**src/rtl/skynet_udiv_pkg.sv**
```systemverilog
// skynet_udiv_pkg: shared types and default widths for the
// sequential unsigned divider (FSM state, operand widths).
package skynet_udiv_pkg;

   typedef enum logic [1:0] {
      IDLE = 2'd0,
      BUSY = 2'd1,
      DONE = 2'd2
   } state_t;

   localparam int DIVIDEND_W = 19;
   localparam int DIVISOR_W  = 8;

endpackage

```
**src/rtl/skynet_udiv_step.sv**
```systemverilog
// skynet_udiv_step: one combinational restoring-division iteration.
// Ports: rem_in/bit_in/divisor in; rem_out (new partial rem), q_bit out.
module skynet_udiv_step #(
   parameter int DIVISOR_WIDTH = 8
) (
   input  logic [DIVISOR_WIDTH:0]   rem_in,
   input  logic                     bit_in,
   input  logic [DIVISOR_WIDTH-1:0] divisor,
   output logic [DIVISOR_WIDTH:0]   rem_out,
   output logic                     q_bit
);

   logic [DIVISOR_WIDTH+1:0] shifted;
   logic [DIVISOR_WIDTH+1:0] diff;

   // One extra bit on the trial difference: its MSB is the borrow,
   // so a clear MSB means the subtraction was non-negative.
   always_comb begin
      shifted = {rem_in, bit_in};
      diff    = shifted - {2'b00, divisor};
      q_bit   = ~diff[DIVISOR_WIDTH+1];
      rem_out = q_bit ? diff[DIVISOR_WIDTH:0]
                      : shifted[DIVISOR_WIDTH:0];
   end

endmodule

```
**src/rtl/skynet_udiv_seq.sv**
```systemverilog
// skynet_udiv_seq: sequential radix-2 restoring unsigned divider.
// Ports: ap_clk, ap_rst_n; in_valid/in_ready + dividend/divisor in;
// out_valid/out_ready + quotient/remainder/div_by_zero out.
module skynet_udiv_seq
   import skynet_udiv_pkg::*;
#(
   parameter int DIVIDEND_WIDTH = DIVIDEND_W,
   parameter int DIVISOR_WIDTH  = DIVISOR_W
) (
   input  logic                      ap_clk,
   input  logic                      ap_rst_n,
   input  logic                      in_valid,
   output logic                      in_ready,
   input  logic [DIVIDEND_WIDTH-1:0] dividend,
   input  logic [DIVISOR_WIDTH-1:0]  divisor,
   output logic                      out_valid,
   input  logic                      out_ready,
   output logic [DIVIDEND_WIDTH-1:0] quotient,
   output logic [DIVISOR_WIDTH-1:0]  remainder,
   output logic                      div_by_zero
);

   localparam int CW = $clog2(DIVIDEND_WIDTH + 1);
   localparam logic [CW-1:0] LAST = CW'(DIVIDEND_WIDTH - 1);

   state_t                    state_q;
   state_t                    state_d;
   logic [DIVIDEND_WIDTH-1:0] dvd_q;
   logic [DIVISOR_WIDTH-1:0]  dvs_q;
   logic [DIVISOR_WIDTH:0]    rem_q;
   logic [DIVISOR_WIDTH:0]    rem_d;
   logic [CW-1:0]             cnt_q;
   logic                      dbz_q;
   logic                      q_bit;

   skynet_udiv_step #(
      .DIVISOR_WIDTH(DIVISOR_WIDTH)
   ) u_step (
      .rem_in (rem_q),
      .bit_in (dvd_q[DIVIDEND_WIDTH-1]),
      .divisor(dvs_q),
      .rem_out(rem_d),
      .q_bit  (q_bit)
   );

   always_ff @(posedge ap_clk or negedge ap_rst_n) begin
      if (!ap_rst_n) state_q <= IDLE;
      else           state_q <= state_d;
   end

   // A zero divisor still spends one cycle in BUSY, where the
   // saturated result is loaded instead of iterating.
   always_comb begin
      state_d = state_q;
      unique case (state_q)
         IDLE:    if (in_valid) state_d = BUSY;
         BUSY:    if (dbz_q || cnt_q == LAST) state_d = DONE;
         DONE:    if (out_ready) state_d = IDLE;
         default: state_d = IDLE;
      endcase
   end

   always_comb begin
      in_ready  = (state_q == IDLE);
      out_valid = (state_q == DONE);
   end

   // The dividend register shifts out numerator bits MSB first and
   // shifts in quotient bits at the LSB, ending as the quotient.
   always_ff @(posedge ap_clk or negedge ap_rst_n) begin
      if (!ap_rst_n) begin
         dvd_q <= '0;
         dvs_q <= '0;
         rem_q <= '0;
         cnt_q <= '0;
         dbz_q <= 1'b0;
      end else begin
         unique case (state_q)
            IDLE: begin
               if (in_valid) begin
                  dvd_q <= dividend;
                  dvs_q <= divisor;
                  rem_q <= '0;
                  cnt_q <= '0;
                  dbz_q <= (divisor == '0);
               end
            end
            BUSY: begin
               if (dbz_q) begin
                  dvd_q <= '1;
                  rem_q <= '0;
               end else begin
                  dvd_q <= {dvd_q[DIVIDEND_WIDTH-2:0], q_bit};
                  rem_q <= rem_d;
                  cnt_q <= cnt_q + CW'(1);
               end
            end
            default: ;
         endcase
      end
   end

   assign quotient    = dvd_q;
   assign remainder   = rem_q[DIVISOR_WIDTH-1:0];
   assign div_by_zero = dbz_q;

endmodule
```
**config.mk**
```make
export PLATFORM = sky130hd
export DESIGN_NAME = skynet_udiv_seq
export DESIGN_NICKNAME = d
export VERILOG_FILES = /design/src/rtl/skynet_udiv_pkg.sv /design/src/rtl/skynet_udiv_step.sv /design/src/rtl/skynet_udiv_seq.sv
export SDC_FILE = /design/constraint.sdc
export NUM_CORES = 1
export LEC_CHECK = 0
export ABC_AREA = 1
export ABC_CLOCK_PERIOD_IN_PS = 2200
export BUFFER_PORTS_ARGS = -buffer_cell sky130_fd_sc_hd__buf_2
export CAP_MARGIN = 0
export CORE_ASPECT_RATIO = 0.9
export CORE_MARGIN = 5
export CORE_UTILIZATION = 50
export DETAILED_ROUTE_END_ITERATION = 12
export PLACE_DENSITY_LB_ADDON = 0.3
export SLEW_MARGIN = 0
export SYNTH_ARGS = -nofsm -noshare
export SYNTH_HDL_FRONTEND = slang
export SYNTH_SLANG_ARGS = --single-unit
```
**constraint.sdc**
```tcl
create_clock -name ap_clk -period 2.2 [get_ports ap_clk]
set_clock_uncertainty 0.2 [all_clocks]
set_input_delay 0.22 -clock ap_clk [delete_from_list [all_inputs] [get_ports ap_clk]]
set_output_delay 0.22 -clock ap_clk [all_outputs]
set_load 0.1 [all_outputs]
```
## Yosys cells after proc, flatten, opt, wreduce, memory -nomap -nowiden

Cells that the tools add are included.

| word-level totals | value |
|---|---|
| register bits after elaboration | 44 |
| input bits | 31 |

| operators by class | value |
|---|---|
| add/sub/neg operators | 2 |
| equal/unequal tests | 7 |
| muxes and demuxes | 14 |
| bitwise gates (word level) | 1 |
| reduce and logical (&&, ||, !) cells | 8 |

Operator list:

| operator | count |
|---|---|
| 2-to-1 mux 19 bit | 2 |
| one-hot mux 19 bit (2 select lines) | 1 |
| 2-to-1 mux 9 bit | 3 |
| one-hot mux 9 bit (2 select lines) | 1 |
| 2-to-1 mux 5 bit | 2 |
| one-hot mux 5 bit (2 select lines) | 1 |
| subtractor 10 x 8 -> 10 bit | 1 |
| logical NOT 8 bit | 1 |
| 2-to-1 mux 2 bit | 3 |
| inequality test 2 bit, second input constant | 3 |
| one-hot mux 2 bit (3 select lines) | 1 |
| AND reduction 3 bit | 2 |
| adder 5 x 1 -> 5 bit, second input constant | 1 |
| equality test 5 bit, second input constant | 1 |
| AND reduction 2 bit | 2 |
| equality test 2 x 1 -> 1 bit, second input constant | 1 |
| equality test 2 bit, second input constant | 1 |
| logical NOT 2 bit | 1 |
| inequality test 2 x 1 -> 1 bit, second input constant | 1 |
| nonzero test 2 bit | 1 |
| logical OR 1 bit | 1 |
| NOT 1 bit | 1 |

## Depth between registers and ports, before layout

| logic depth | value |
|---|---|
| word-level depth | 4 |
| mapped depth | 14 |

## By module

Synthesis repeated with hierarchy kept, for this count alone.

| second synthesis, totals | value |
|---|---|
| cells, all modules | 410 |
| area total of the unflattened synthesis | 2886.5 µm² |

Modules (own cells, without submodules):

| module | instances | cells each | area an instance (µm²) | sequential area each (µm²) |
|---|---|---|---|---|
| skynet_udiv_seq | 1 | 278 | 2182.1 | 1101.1 |
| skynet_udiv_step | 1 | 132 | 704.4 | 0.0 |

## Least setup slack after synthesis

OpenSTA, ideal clock, no wires.

| timing path | value |
|---|---|
| path kind | reg2reg |
| from | reg state_q[0] |
| to | reg cnt_q[4] |
| library setup time | 119 ps |
| data arrival time | 2113 ps |
| required time | 1881 ps |
| setup slack | -232 ps |
| stages on the path, launching flop included | 9 |
| buffers on the path | 0 |
| clock period less this slack | 2432 ps |
| cells stage by stage | dfrtp_1 nor2_2 nand2_2 nand2_2 nand2_2 nor3_2 nand2_1 o21ai_1 nor2_1 |

| between the ends | value |
|---|---|
| longest elaborated chain between the ends | 3 |
| elaborated cells on any way between the ends | 7 |

Ends and longest elaborated chain:

| what | line | source |
|---|---|---|
| start, declared | skynet_udiv_seq.sv:26 | `state_t state_q;` |
| start signal, assigned | skynet_udiv_seq.sv:48 | `else state_q <= state_d;` |
| logical NOT 2 bit * | n/a |  |
| named net in_ready | skynet_udiv_seq.sv:13 | `output logic in_ready,` |
| inequality test 2 bit (no source line) / nonzero test 2 bit (equally long branches) | n/a |  |
| AND reduction 3 bit (no source line) | n/a |  |
| end signal, assigned | skynet_udiv_seq.sv:95 | `cnt_q <= cnt_q + CW'(1);` |
| end, declared | skynet_udiv_seq.sv:32 | `logic [CW-1:0] cnt_q;` |

Mark *: on every way through the listed nets, which the timed path passes. The rest lies on a longest branch.
A chain may end at the register's enable or synchronous reset.

## Final worst setup path

| timing path | value |
|---|---|
| from | reg rem_q[2] |
| to | reg dvd_q[0] (netlist: quotient[0]) |

| between the ends | value |
|---|---|
| longest elaborated chain between the ends | 4 |

Ends and longest elaborated chain:

| what | line | source |
|---|---|---|
| start, declared | skynet_udiv_seq.sv:30 | `logic [DIVISOR_WIDTH:0] rem_q;` |
| start signal, assigned | skynet_udiv_seq.sv:94 | `rem_q <= rem_d;` |
| subtractor 10 x 8 -> 10 bit | skynet_udiv_step.sv:20 | `diff = shifted - {2'b00, divisor};` |
| NOT 1 bit | skynet_udiv_step.sv:21 | `q_bit = ~diff[DIVISOR_WIDTH+1];` |
| 2-to-1 mux 19 bit | skynet_udiv_seq.sv:89 | `if (dbz_q) begin` |
| one-hot mux 19 bit (2 select lines) | skynet_udiv_seq.sv:78 | `unique case (state_q)` |
| end signal, assigned | skynet_udiv_seq.sv:81 | `dvd_q <= dividend;` |
| end signal, assigned | skynet_udiv_seq.sv:93 | `dvd_q <= {dvd_q[DIVIDEND_WIDTH-2:0], q_bit};` |
| end, declared | skynet_udiv_seq.sv:28 | `logic [DIVIDEND_WIDTH-1:0] dvd_q;` |

No other way between the ends.

==> qor.csv <==
metric;value;unit
hold_viol_final;0;
timing.fmax;486;MHz
crit_arrival;2.05;ns
multi_input_area;0.00134;mm²
fillers;444;
seqCellArea;0.00110;mm²
root_buffer;clkbuf_8;
dieHeight;78.7;µm
cts_setup_buffers;0;
drv_slew;0;
ys_top_cells_by_area;dfrtp_1, nand2_1, inv_1;
drive_gt1_frac;0.253;
viasPerCell;5.19;
drc;0;
via_count;2423;
ys_seq_elements;44;
critPathSlowestCell;dfrtp_1;
synth_edf_count;0;
cts_made_buffers;5;
synth_top_area_share;0.419;
path_class;register to register;
clockBufferDepth;2;
yosysSeqAreaShare;0.419;
cap_violations;0;
rr_worst_depth;11;
hold_path_class;input pin to register;
portBuffers;60;
synthCells;338;
clk_latency;0.30;ns
synth.distinct_cells;34;
relSlewSlack;0.579;
die_x;86.4;µm
yosys-top-cells-count;nand2_1, dfrtp_1, inv_1, nand3_1, o21ai_1;
fp-row-count;25;
fin_crit;2.06;ns
yosysTopAreaCell;dfrtp_1;
worst_slew_pin_slew;0.631;ns
crit_fanout;5;
crit_path_frequent_cell;nand2_1;
endpoint_kind;register;
cp-start-kind;register;
syn_area;0.00263;mm²
synth_area_per_cell;7.77;µm²
hp-start;divisor[2];
reg2reg_slack;0.14;ns
cts_num_sinks;44;
crit_path_cell_trace;ha_4 > nand2_1 > inv_1 > nand2_1 > nand2_1 > nand2_4 > nand3_4 > nand2_4 > nand2_2 > nor2_1 > o21ai_2;
grt_pass1_wl;10900;µm
grt_pass1_vias;2267;
initial_core_util;0.509;
antenna_found_initial;0;
grt_max_degree;45;
outcome;complete, no violations;
finalSetupTns;0;ns
drt_first_pass_iters;4;
ant_nets;0;
yosysMostFrequentCell;nand2_1;
clk_pin_slew;0.08;ns
initialDrtViolationCount;191;
rsz0062_at_grt;false;
core-area;0.00516;mm²
synth_top_flop_cell;dfrtp_1;
htreeDepth;2;
holdPathStages;3;
ioPinCount;61;
dieArea;0.00680;mm²
grt.total_usage;0.200;
wl;6710;µm
hold_ws;0.00224;ns
setup_viol;0;
diodes;0;
ys_async_sr_fraction;1.00;
yosysWarnings;0;
syn2layout_area_growth;23.8;%
syn_nets;380;
nets;442;
worstPathRequired;2.19;ns
tritoncts;done;
hpwl;4710;µm
fin_crit_sh;0.936;
slowest_delay;0.44;ns
whs_endpoint;dvs_q[2];
reg2reg_from;rem_q[2];
grt_overflow;0;
r2r-end;quotient[0];
place_congestion;0.922;
wl_per_cell;14.4;µm
-- placed cells by master (no fill, tap or decap) --
cell,instances
nand3_1,29
nand2_4,3
nand3_4,2
ha_4,4
xnor2_1,2
nand4_1,3
buf_12,1
bufinv_16,2
nor3_1,1
fa_1,1
dfrtp_1,44
inv_1,43
a21oi_4,1
inv_2,4
ha_1,4
o31ai_1,1
nor2_1,10
nor2_2,1
nand2_1,93
nand4_4,1
ha_2,2
dlygate4sd3_1,7
nand4_2,2
o21ai_0,12
nand2_2,5
nor4_1,1
nor3_2,1
buf_2,60
nand3b_1,5
o221ai_1,1
o22ai_1,17
nor2_4,2
o21ai_2,1
a21oi_1,5
o21ai_1,19
clkbuf_8,5
buf_4,4
xor2_1,1
-- how the worst max path moves through the flow --
stage	startpoint	endpoint	slack, ns	depth (start not counted)
floorplan	state_q[1]	out_valid	0.08	2
global placement	rem_q[5]	quotient[0]	0.13	9
detailed placement	rem_q[2]	quotient[0]	0.08	11
CTS	rem_q[5]	quotient[0]	0.07	9
global route	rem_q[6]	rem_q[7]	0.01	10
finish	rem_q[2]	quotient[0]	0.14	11
-- layout make-up --
| cell class | instances | area share |
|---|---|---|
| Multi-Input combinational cell | 230 | 0.412 |
| Sequential cell | 44 | 0.339 |
| Timing Repair Buffer | 72 | 0.129 |
| Inverter | 47 | 0.0543 |
| Tap cell | 67 | 0.0258 |
| Clock buffer | 5 | 0.0212 |
| Clock inverter | 2 | 0.0185 |
-- through the flow --
step,instances,instance area (µm²),util,worst slack (ns)
after floorplan,338,2630,-,0.0844
after global placement,451,2950,0.572,0.129
after detailed placement,451,2950,0.572,0.0847
after CTS,465,3150,0.610,0.0683
after global routing,467,3250,0.630,0.0114
final,467,3250,0.630,0.140
-- state kept, by name (all words and copies together) (netlist names) --
name,count
quotient,19
cnt_q,5
state_q,2
rem_q,9
div_by_zero,1
dvs_q,8
-- worst max-delay path, delay by kind of cell, from the launching register on --
kind	cells	cell delay, ns
and+or+nand+nor	8	0.92
DFF	1	0.44
adders and majority gates	1	0.28
AOI/OAI and AO/OA	1	0.06
buffers and inverters	1	0.05
-- routing by layer --
| metal | part of all wire | GRT usage | up-vias |
|---|---|---|---|
| met5 | 0 | 0 | - |
| met4 | 0.012 | 0.0670 | 0 |
| met3 | 0.074 | 0.0405 | 6 |
| met2 | 0.47 | 0.302 | 72 |
| met1 | 0.44 | 0.285 | 1119 |
| li1 | - | - | 1226 |
-- timing repair --
item                       CTS  global route
setup endpoints to repair    0            10
gates resized for setup      0            10
hold buffers                 7             0
hold endpoints to repair    51             0
-- cell families after synthesis --
family	synth area share
compound gates	0.122
flops	0.419
simple gates	0.283
xor+xnor	0.0100
buf+inv	0.110
fa+ha+maj	0.0553
Power is not shown: default switching activity piles up to over one toggle a cycle in this logic, so the estimate is an artifact.
